**src/rtl/mul_seq_ctrl.sv**
```systemverilog
// Multi-cycle MUL/MLA sequencer that time-shares the EXE ALU adder for shift-and-add multiply.
// Optional early termination on an exhausted multiplier: define MUL_EARLY_TERM_EN.
module mul_seq_ctrl #(
    parameter int unsigned W     = 32,
    parameter int unsigned CNT_W = 6
) (
    input  logic             clk,
    input  logic             rst,
    input  logic             start,
    input  logic             is_mla,
    input  logic [W-1:0]     op_a,
    input  logic [W-1:0]     op_b,
    input  logic [W-1:0]     acc_in,
    input  logic [W-1:0]     val1_in,
    input  logic [W-1:0]     val2_in,
    input  logic [3:0]       cmd_in,
    input  logic [3:0]       status_in,
    input  logic [W-1:0]     alu_result,
    output logic [W-1:0]     alu_in1,
    output logic [W-1:0]     alu_in2,
    output logic [3:0]       alu_cmd,
    output logic             stall,
    output logic             done,
    output logic [W-1:0]     mul_result,
    output logic [3:0]       status_out
);

    localparam logic [3:0] CMD_ADD = 4'b0010;

    typedef enum logic [1:0] {
        IDLE,
        ITER,
        DONE
    } state_t;

    state_t           state, state_next;
    logic [W-1:0]     acc, acc_next;
    logic [W-1:0]     mcand, mcand_next;
    logic [W-1:0]     mplier, mplier_next;
    logic [CNT_W-1:0] cnt, cnt_next;

    // Next-state, datapath updates and ALU operand muxing
    always_comb begin
        state_next  = state;
        acc_next    = acc;
        mcand_next  = mcand;
        mplier_next = mplier;
        cnt_next    = cnt;
        alu_in1     = val1_in;
        alu_in2     = val2_in;
        alu_cmd     = cmd_in;
        stall       = 1'b0;

        case (state)
            IDLE: begin
                stall = start;
                if (start) begin
                    acc_next    = is_mla ? acc_in : '0;
                    mcand_next  = op_a;
                    mplier_next = op_b;
                    cnt_next    = '0;
`ifdef MUL_EARLY_TERM_EN
                    state_next  = (op_b == '0) ? DONE : ITER;
`else
                    state_next  = ITER;
`endif
                end
            end
            ITER: begin
                alu_in1     = acc;
                alu_in2     = mplier[0] ? mcand : '0;
                alu_cmd     = CMD_ADD;
                stall       = 1'b1;
                acc_next    = alu_result;
                mcand_next  = mcand << 1;
                mplier_next = mplier >> 1;
                cnt_next    = cnt + CNT_W'(1);
                if (cnt == CNT_W'(W - 1)) begin
                    state_next = DONE;
                end
`ifdef MUL_EARLY_TERM_EN
                // No set bits left to add: remaining iterations would be no-ops
                else if ((mplier >> 1) == '0) begin
                    state_next = DONE;
                end
`endif
            end
            DONE: begin
                state_next = IDLE;
            end
            default: begin
                state_next = IDLE;
            end
        endcase
    end

    // State and datapath registers; product latched on entry to DONE
    always_ff @(posedge clk) begin
        if (rst) begin
            state      <= IDLE;
            acc        <= '0;
            mcand      <= '0;
            mplier     <= '0;
            cnt        <= '0;
            done       <= 1'b0;
            mul_result <= '0;
        end else begin
            state  <= state_next;
            acc    <= acc_next;
            mcand  <= mcand_next;
            mplier <= mplier_next;
            cnt    <= cnt_next;
            done   <= (state_next == DONE);
            if (state_next == DONE) begin
                mul_result <= acc_next;
            end
        end
    end

    // Multiply updates N,Z only; flags pass through otherwise
    always_comb begin
        status_out = status_in;
        if (state == DONE) begin
            status_out = {acc[W-1], (acc == '0), status_in[2], status_in[1]};
        end
    end

endmodule

```
**config.mk**
```make
export PLATFORM = sky130hd
export DESIGN_NAME = mul_seq_ctrl
export DESIGN_NICKNAME = d
export VERILOG_FILES = /design/src/rtl/mul_seq_ctrl.sv
export SDC_FILE = /design/constraint.sdc
export NUM_CORES = 1
export LEC_CHECK = 0
export CORE_ASPECT_RATIO = 0.75
export CORE_MARGIN = 2
export CORE_UTILIZATION = 38
export CTS_BUF_LIST = sky130_fd_sc_hd__clkbuf_16
export DETAILED_ROUTE_END_ITERATION = 12
export GPL_TIMING_DRIVEN = 0
export HOLD_SLACK_MARGIN = 0.12
export PLACE_DENSITY = 0.81
export SLEW_MARGIN = 20
export SYNTH_ARGS = -nofsm -noshare
export SYNTH_HDL_FRONTEND = slang
export SYNTH_SLANG_ARGS = --single-unit
```
**constraint.sdc**
```tcl
create_clock -name clk -period 1.93 [get_ports clk]
set_input_delay 0.386 -clock clk [delete_from_list [all_inputs] [get_ports clk]]
set_output_delay 0.386 -clock clk [all_outputs]
set_load 0.05 [all_outputs]
```
---- Yosys cells after proc, flatten, opt, wreduce, memory -nomap -nowiden ----
Cells that the tools add are included.
Widths: inputs -> output; s select.
storage, ports and cells
  flip-flop bits (word level) ............. 137
  input port bits ......................... 204
  output and inout bits ................... 106
  word-level logic and storage cells ...... 35
operators by class
  add/sub/neg operators ................... 1
  equal/unequal tests ..................... 5
  multiplexer cells ....................... 18
  reductions and logical operators ........ 4
operator list
  operator             count
  $mux 32              7
  $pmux 32 s2          3
  $logic_not 32->1     1
  $pmux 6 s2           1
  $mux 4               2
  $add 6x1->6 const B  1
  $eq 6x5->1 const B   1
  $mux 6               1
  $eq 2x2->1 const B   2
  $mux 2               2
  $pmux 2 s2           1
  $eq 2x1->1 const B   1
  $logic_not 2->1      1
  $ne 2x2->1 const B   1
  $pmux 1 s2           1
  $reduce_and 2->1     1
  $reduce_bool 2->1    1

---- Depth between registers and ports, before layout ----
Gate-level depths: netlist of the first run.
  word-level depth ........................ 4
  gate-level depth with buffers ........... 7
  gate-level depth less buffers ........... 5

---- Worst setup path before layout of the first run ----
OpenSTA, ideal clock, no wires.
  kind .................................... reg-to-output
  from .................................... register state[1]
  to ...................................... output alu_in2[25]
  data arrival time ....................... 2.143 ns
  slack ................................... -0.599 ns
  stages on the path, launching flop included .. 6
  path buffers ............................ 3
  path through ............................ dfxtp_1 > nand2b_1 > clkbuf_1 > clkbuf_1 > clkbuf_1 > o21ai_0
on the way
  word-level cells in the longest chain between the ends .. 2
RTL lines
  element                 line  text
  start, declared         36    state_t state, state_next;
  start signal, assigned  108   state <= state_next;
  $eq 2x1->1              54    case (state)
  $mux 32                 54
  end, declared           20    output logic [W-1:0] alu_in2,
Every way passes these cells.

---- Worst setup path after layout of the first run ----
  from .................................... register acc[6]
  to ...................................... output status_out[2]
on the way
  word-level cells in the longest chain between the ends .. 2
RTL lines
  element                 line  text
  start, declared         37    logic [W-1:0] acc, acc_next;
  start signal, assigned  109   acc <= acc_next;
  $logic_not 32->1        124   status_out = {acc[W-1], (acc == '0), status_in[2], status_in[1]};
  $mux 4                  123   if (state == DONE) begin
  end, declared           25    output logic [3:0] status_out
Every way passes these cells.

==> results.txt, run 1 <==
- Worst reg2reg path startpoint: state[0]$_SDFF_PP0_
* Number of instances in the placed design: approximately 1500
* Power per cell area: slightly above 700 mW/mm2
- Leaving out fill and tap cells, the most frequent cell in the layout is clkdlybuf4s50_1.
* HP Class: reg -> reg
- Total buffers and inverters traversed by the critical path: 1
- Worst hold-check slack: between 0.4 and 0.5 ns
- IR analysis of the VDD net gives a maximum drop of 0.628 mV.
- For this design the top-level I/O count stands at 310.
* Initial cell density of the core: 39.0%
- The post-route netlist has between 20% and 30% of its cells at a drive strength greater than 1.
- Number of H-tree levels: 4
* Number of hold violations in the final report: 0
* Cell with the largest stage delay on the worst path: dfxtp_1
- Across every metal layer, demand over resource in global routing totals a little under 30%.
- Final instance count without filler cells: about 1600
- In the routed design, unresolved DRC markers number 0.
- After layout, the worst path uses 119% of the clock period.
- Cell area after layout: approximately 0.013 mm2
- The number of antenna diodes in the final layout is 0.
* Count of buffers from port buffering: 308
- The smallest clock period supported by the final layout is computed as about 2.3 ns.
- In this run the most critical hold path is launched from mul_result[21]$_SDFFE_PP0N_.
- The run finished, with violations left.
* Crit path from: acc[6]$_SDFF_PP0_
- Num Clock Sinks: around 140
- Entering global routing, the biggest net connects 20 pins.
- Clock buffers created by TritonCTS: 17
* Post-synthesis net count: 1195
* Count of warnings emitted by yosys: 0
- Vias in the first global route: approximately 8400
* Top library cells by usage in the layout, fill and taps aside: 201 x clkdlybuf4s50_1, 181 x nand2_1, 126 x dfxtp_1
- Wires add up to roughly 33000 um.
* Final RePlAce weighted congestion: between 0.9 and 1
- STA classifies the critical path startpoint as a flip-flop.
* Violated checks: negative setup slack
- Summed over all layers, the global routing overflow is 0.
* Total cell area at the placement stage: about 0.011 mm2
- Number of rows in the core area: 42
- The count of nets left with antenna violations once routing finished came out at 0.
- Worst slew margin relative to its limit: a little under three fifths
- The tool flagged a number of max-cap violations equal to 0.
- Max-slew violation count: 0
* Synth Cell Area: 0.00694 mm2
* Post-Route Utilization: between 70% and 80%
- For this run, the slowest stage of the critical path takes ~0.4 ns.
* Layout net count: 1564
* DR vias/cell: 5.72
- Endpoints failing setup: 98
* CP Capture Type: output pin
- The floorplan step set the die width to around 160 um.
- After layout, the worst setup slack is -0.375 ns.
- The critical path in this run is classified as reg -> out.
- Along the worst path, the maximum fanout reaches 4.
- Die Outline Area: roughly 0.019 mm2
- Derived from the worst setup path, the maximum achievable clock frequency is 0.434 GHz.
- Distinct cell type count of the synthesized netlist: 37
- After clock tree synthesis, the clock-pin slew on the worst setup and hold paths is approximately 0.06 ns.
- Clock Tree Buf Depth: 2
* Root Buffer: clkbuf_16
- Slew at the pin closest to its max-slew limit: 0.673 ns
- Initial detailed-routing violation count: 923
* Required time at the worst-slack endpoint: roughly 1.5 ns
- Seq/Total Area, Yosys: just under 40%
- Cell family contributing the most delay on the critical path: simple AND/OR/NAND/NOR gates
- Seq cells post-synth: ~140
- Worst Clk Skew: about 0.011 ns
* Sequence of cells on the critical path: nor4_1, nand4_1, o31ai_4, buf_6
* Core area: 0.0178 mm2
- P&R area growth vs syn: 90.9%
* Syn Inst Count: a little under 1000
* Antenna violations before repair: 1
- Data on the critical path arrives at its endpoint at roughly 1.9 ns.
* Leakage power: between 5 and 6 nW
- Routed length per instance: around 20 um
- Summing all multi-input logic gate instances after layout gives around 0.0050 mm2.
- TritonCTS built the clock tree.
- Filler Cells Inserted: 1255
- Half-perimeter wire length after detailed placement: approximately 21000 um
- Number of search-and-repair iterations in the first detailed-routing pass: 5
- Setup repair after global routing could not meet its margin everywhere.
* Vert. Die Dim: ~120 um
- Clk_lat worst skew: 0.42 ns
- The first global-routing pass estimated between 40000 and 50000 um of wire.
- Total area of sequential cells: 0.00277 mm2
* Post-Synthesis Mean Instance Area: between 7 and 8 um2
- Count of vias placed by the detailed router: 9227
* Total Negative Setup Slacks: -15.15 ns
[power by group]
group	internal, mW	switching, mW	total [mW]
Combinational	1.30	1.47	2.77
Sequential	3.01	0.195	3.20
Clock	2.14	1.27	3.41
[synthesized netlist by cell type, drive strengths merged]
| cell | n | share of area [%] |
|---|---|---|
| a2111o | 1 | 0.16 |
| a211o | 1 | 0.13 |
| a211oi | 1 | 0.11 |
| a21oi | 65 | 4.7 |
| a221oi | 32 | 4.0 |
| a22oi | 3 | 0.32 |
| a311oi | 33 | 4.2 |
| and2 | 4 | 0.36 |
| buf | 9 | 0.60 |
| clkbuf | 83 | 4.5 |
| dfxtp | 137 | 40 |
| ha | 1 | 0.18 |
| inv | 5 | 0.27 |
| mux2 | 3 | 0.49 |
| mux2i | 1 | 0.14 |
| nand2 | 291 | 16 |
| nand2b | 5 | 0.45 |
| nand3 | 2 | 0.14 |
| nand3b | 1 | 0.11 |
| nand4 | 2 | 0.18 |
| nand4b | 2 | 0.25 |
| nor2 | 107 | 5.8 |
| nor2b | 31 | 2.8 |
| nor3 | 34 | 2.5 |
| nor3b | 1 | 0.11 |
| nor4 | 8 | 0.72 |
| o21ai | 33 | 2.4 |
| o21bai | 1 | 0.11 |
| o22ai | 31 | 2.8 |
| o31ai | 1 | 0.11 |
| or3 | 30 | 2.7 |
| or4 | 31 | 3.4 |
[sequential cells by signal (all words and copies together) (netlist names)]
| register | flops |
|---|---|
| mcand | 32 |
| mul_result | 32 |
| acc | 32 |
| done | 1 |
| cnt | 6 |
| mplier | 32 |
| state | 2 |
[worst register-to-register path, cell delays in order, from the launching register on]
cell	delay [ns]
dfxtp_4	0.36
buf_12	0.12
buf_6	0.10
nand2b_4	0.05
or4_4	0.54
buf_6	0.16
clkbuf_16	0.15
or4_1	0.42
a21oi_1	0.16
[metrics by stage]
| stage | power [mW] | worst slack, ns |
|---|---|---|
| finish | 9.38 | -0.375 |
| global route | 9.66 | -0.417 |
| CTS | 9.00 | -0.285 |
| detailed placement | 5.34 | -1.48 |
| global placement | 5.30 | -1.47 |
| floorplan | 4.40 | -0.0527 |
[final timing paths]
path | endpoint | slack (ns) | cells after the start
max | status_out[2] | -0.37 | 4
min | mul_result[21]$_SDFFE_PP0N_ | 0.46 | 2
max reg2reg | mul_result[15]$_SDFFE_PP0N_ | -0.22 | 8
min reg2reg | mul_result[21]$_SDFFE_PP0N_ | 0.46 | 2
[cell families after synthesis]
group	count (synthesis)	share of synthesized area, %
buf+inv	97	5.39
simple gates	549	35.2
flops	137	39.5
fa+ha+maj	1	0.180
mux	4	0.631
compound gates	202	19.0
[routing by layer]
layer / global-route usage [%] / vias up / share of wire [%]
li1: - / 4193 / -
met5: 0 / - / 0.042
met1: 40.0 / 4337 / 40
met3: 8.30 / 91 / 11
met4: 9.29 / 2 / 3.2
met2: 45.7 / 604 / 46
[timing repair]
| item | in CTS | in global routing |
|---|---|---|
| pin swaps | 21 | 104 |
| hold buffers | 0 | 0 |
| setup buffers | 21 | 14 |
| resized for setup | 724 | 249 |
| cloned | 5 | 10 |
| setup endpoints to repair | 238 | 115 |
[layout make-up]
| cell class | instances | area share (%) |
|---|---|---|
| Inverter | 5 | 0.217 |
| Timing Repair Buffer | 357 | 29.1 |
| Tap cell | 242 | 2.29 |
| Clock inverter | 13 | 1.35 |
| Clock buffer | 17 | 3.21 |
| Buffer | 84 | 5.16 |
| Sequential cell | 137 | 20.9 |
| Multi-Input combinational cell | 757 | 37.7 |
(Power assumes the default switching activity.)
==> run 2, diff against run 1 <==
--- a/config.mk
+++ b/config.mk
@@ -5,6 +5,7 @@
 export SDC_FILE = /design/constraint.sdc
 export NUM_CORES = 1
 export LEC_CHECK = 0
+export ABC_AREA = 0
 export CORE_ASPECT_RATIO = 0.75
 export CORE_MARGIN = 2
 export CORE_UTILIZATION = 38
==> results of run 2 <==
The final DEF is identical to that of run 1; final timing and power are the same.
==> run 3, diff against run 2 <==
--- a/config.mk
+++ b/config.mk
@@ -5,15 +5,17 @@
 export SDC_FILE = /design/constraint.sdc
 export NUM_CORES = 1
 export LEC_CHECK = 0
-export ABC_AREA = 0
+export ABC_AREA = 1
+export CELL_PAD_IN_SITES_DETAIL_PLACEMENT = 1
+export CELL_PAD_IN_SITES_GLOBAL_PLACEMENT = 2
 export CORE_ASPECT_RATIO = 0.75
 export CORE_MARGIN = 2
-export CORE_UTILIZATION = 38
+export CORE_UTILIZATION = 19
 export CTS_BUF_LIST = sky130_fd_sc_hd__clkbuf_16
 export DETAILED_ROUTE_END_ITERATION = 12
 export GPL_TIMING_DRIVEN = 0
 export HOLD_SLACK_MARGIN = 0.12
-export PLACE_DENSITY = 0.81
+export PLACE_DENSITY = 0.8
 export SLEW_MARGIN = 20
 export SYNTH_ARGS = -nofsm -noshare
 export SYNTH_HDL_FRONTEND = slang
==> run 3 against run 2 <==
The flow still finishes with violations (negative setup slack). Global-route usage down 11 points. First-iteration DRC count down 58%. Register-to-register slack better by 0.35 ns. Fmax up 6.5%. Flip-flop and latch count unchanged. Cell count up 30%. Critical path depth up 4.
==> results.txt, run 3 <==
- Of all flip-flops after synthesis, the portion carrying an async set or reset was 0%.
- Final RePlAce weighted congestion: a little under 0.8
- Among all cell types in the netlist, the one instantiated most often is nand2_1.
- The netlist uses 26 different library cells.
* Endpoints failing setup: 73
- Clock buffers created by TritonCTS: 17
- Synth Cell Area: between 0.007 and 0.008 mm2
* Clock Tree Buf Depth: 2
- Leakage power: roughly 6.2 nW
- Per report_power, the clock group accounts for 39.6% of the total.
* Worst reg2reg path startpoint: state[1]$_SDFF_PP0_
- Vias in the first global route: 9436
- For the worst flop-to-flop path, the logic depth is 12.
* Root Buffer: clkbuf_16
- P&R area growth vs syn: 74.6%
- Derived from the worst setup path, the maximum achievable clock frequency is ~0.46 GHz.
* EDFF count, synth: 0
- Slew at the pin closest to its max-slew limit: between 0.7 and 0.8 ns
- Leaving out fill and tap cells, the most frequent cells in the layout are 441 x nand2_1, 201 x clkdlybuf4s50_1, 135 x dfxtp_1.
* Seq/Total Area, Yosys: between 30 and 40%
- For this run, the total global-route usage over all layers was measured as a little under a fifth.
* Setup repair after global routing missed its margin: yes
- For this design the total switching power over the nets is slightly above 3 mW.
- Routed length per instance: 17.9 um
* Max-slew violation count: 0
* Antenna violations before repair: 2
- Post-layout min period: 2.16 ns
* Number of rows in the core area: between 60 and 70
- Internal Dissipation: slightly above 6 mW
- Leading cell types by count after synthesis: 506 x nand2_1, 137 x dfxtp_1, 110 x inv_1
- Final period utilization: 112%
- Detailed placement finished with a half-perimeter wire length of about 28000 um.
* Power per cell area: roughly 710 mW/mm2
* Final instance count without filler cells: between 2000 and 2500
* WP data arrival: roughly 1.8 ns
- The number of nets in the synthesized netlist is 1420.
* Count of buffers from port buffering: slightly above 300
- Number of search-and-repair iterations in the first detailed-routing pass: 4
- The worst hold path belongs to the class in -> reg.
- Combinational share of power: 26.8%
- Violated checks: negative setup slack
* Largest net degree at the start of global routing: 17
- Cells with a size suffix above 1 make up around a fifth of the layout.
* Worst slew margin relative to its limit: between 40% and 50%
* DR vias/cell: 4.33
- After filler insertion, the fill cell instance count of the layout stands at 4729.
- Top fanout value on the critical path: 7
* CP Capture Type: output pin
- Core area: 0.0383 mm2
* Worst Clk Skew: ~0.009 ns
- The library cell used most frequently in the layout, excluding fill and tap cells, is nand2_1.
- The biggest area contributor in the post-synthesis netlist is dfxtp_1.
- End of the worst register-to-register path: mul_result[23]$_SDFFE_PP0N_
- MaxCap Viol Count: 0
- Clock latency on the worst-skew pair, taken at its later pin, is between 0.4 and 0.5 ns.
- Portion of total power attributed to sequential cells: between 30% and 40%
- Data on the critical path is required at its endpoint by 1.54 ns.
- Overflow left after global routing: 0
- Die Outline Area: just over 0.04 mm2
- Main synth FF type: dfxtp_1
* Post-Synthesis Mean Instance Area: 6.08 um2
- Total Negative Setup Slacks: -9.87 ns
* Layout net count: 1771
* Crit path from: state[1]$_SDFF_PP0_
* Number of instances in the placed design: between 2000 and 2500
- Overall power consumption: 9.19 mW
- Number of routed nets with antenna violations: 0
* Switching share of power: ~33%
* Maximum resistive drop on vdd: around 0.57 mV
* Area of the multi-input gates: around 0.0043 mm2
- Detailed-route wire length: 37400 um
- Worst Setup Slack, final: -0.234 ns
* Top-area cell type share of the netlist area: 37.1%
- Vert. Die Dim: between 150 and 200 um
* Initial cell density of the core: between 10% and 20%
- For this run, the number of Yosys warnings is 0.
- In this run the most critical hold path is launched from rst.
- Counting every instance in the synthesized netlist gives about 1200.
- After detailed routing, the number of remaining DRC violations is 0.
* CTS clock-pin slew for the worst setup and hold paths: roughly 0.070 ns
* CTS tree: yes
- The setup check on the worst reg-to-reg path leaves a slack of between 0.1 and 0.15 ns.
- The tree built by TritonCTS fans out to between 100 and 150 sinks.
- Worst hold-check slack: 0.283 ns
- Crit path launch type: flip-flop
* Hold-fix buffers, CTS: 0
* Seq cells post-synth: about 140
- Top Ports: 310
* Critical path endpoint: alu_in2[9]
- In this run, the number of DRC markers left after iteration 0 of detailed routing was between 300 and 400.
- The run finished, with violations left.
- Total area of sequential cells: 0.00275 mm2
* Worst setup path category: reg -> out
- Number of hold violations in the final report: 0
* First-pass GRT wire length: 55700 um
- Top cells by area in the synthesized netlist: dfxtp_1 37%, nand2_1 26%, nand3_1 6.2%
* Count of vias placed by the detailed router: 9051
- Die outline width: roughly 230 um
- Number of H-tree levels: 4
==> run 3: logic make-up (layout without fill, tap and decap cells) <==
kind of cell / after synthesis / after routing / synth area share (%)
fa+ha+maj: 1 / 1 / 0.169
buf+inv: 198 / 562 / 11.5
other cells: 0 / 1 / 0
simple gates: 704 / 704 / 37.8
flops: 137 / 137 / 37.1
compound gates: 175 / 175 / 13.4
==> run 3: cell type report <==
type / count / share of cell area, %
Buffer: 82 / 5.00
Sequential cell: 137 / 21.3
Clock inverter: 15 / 1.58
Clock buffer: 17 / 3.30
Multi-Input combinational cell: 880 / 33.6
Antenna cell: 1 / 0.0194
Timing Repair Buffer: 334 / 26.8
Tap cell: 512 / 4.96
Inverter: 114 / 3.45
==> run 3: metal layers <==
layer  track usage [%]  part of all wire, %  vias to the layer above
met4              3.82                  1.3                        2
met3              4.39                  4.8                       26
li1                  -                    -                     4538
met1              24.8                   49                     4283
met2              29.1                   45                      202
met5                 0                0.032                        -
==> run 3: stage by stage <==
stage               cell area (um2)  worst slack [ns]  util (%)
floorplan                      7560            -0.158         -
global placement              11300             -1.09      29.5
detailed placement            11300             -1.09      29.5
CTS                           12400            -0.412      32.4
global route                  12900            -0.301      33.7
finish                        12900            -0.234      33.7
==> run 3: worst min path at each step <==
stage	end	slack, ns	cells past startpoint
floorplan	mcand[0]$_SDFFE_PP0P_	0.44	2
global placement	mplier[31]$_SDFFE_PP0P_	0.45	2
detailed placement	mplier[31]$_SDFFE_PP0P_	0.47	2
CTS	mplier[6]$_SDFFE_PP0P_	0.25	2
global route	mplier[1]$_SDFFE_PP0P_	0.28	2
finish	mplier[0]$_SDFFE_PP0P_	0.28	2
==> run 3: worst max-delay path: stages (launching register included) <==
cell and delay, ns:
dfxtp_4 0.37, inv_8 0.07, nand2_8 0.08, inv_8 0.08, buf_12 0.15, clkbuf_16 0.17
nand2_1 0.08, o21ai_2 0.15, buf_6 0.18
==> run 3: what timing repair did <==
action / CTS / global route
buffers inserted: 7 / 16
gates cloned: 0 / 4
pin swaps: 4 / 19
endpoints found under the setup margin: 106 / 119
gates resized for setup: 664 / 90
==> run 3: power groups by stage <==
stage	clock network, mW	registers, mW	logic [mW]
floorplan	0	3.09	1.19
global placement	0	3.12	2.16
detailed placement	0	3.12	2.18
CTS	3.75	3.07	2.36
global route	3.89	3.10	2.65
finish	3.64	3.08	2.47
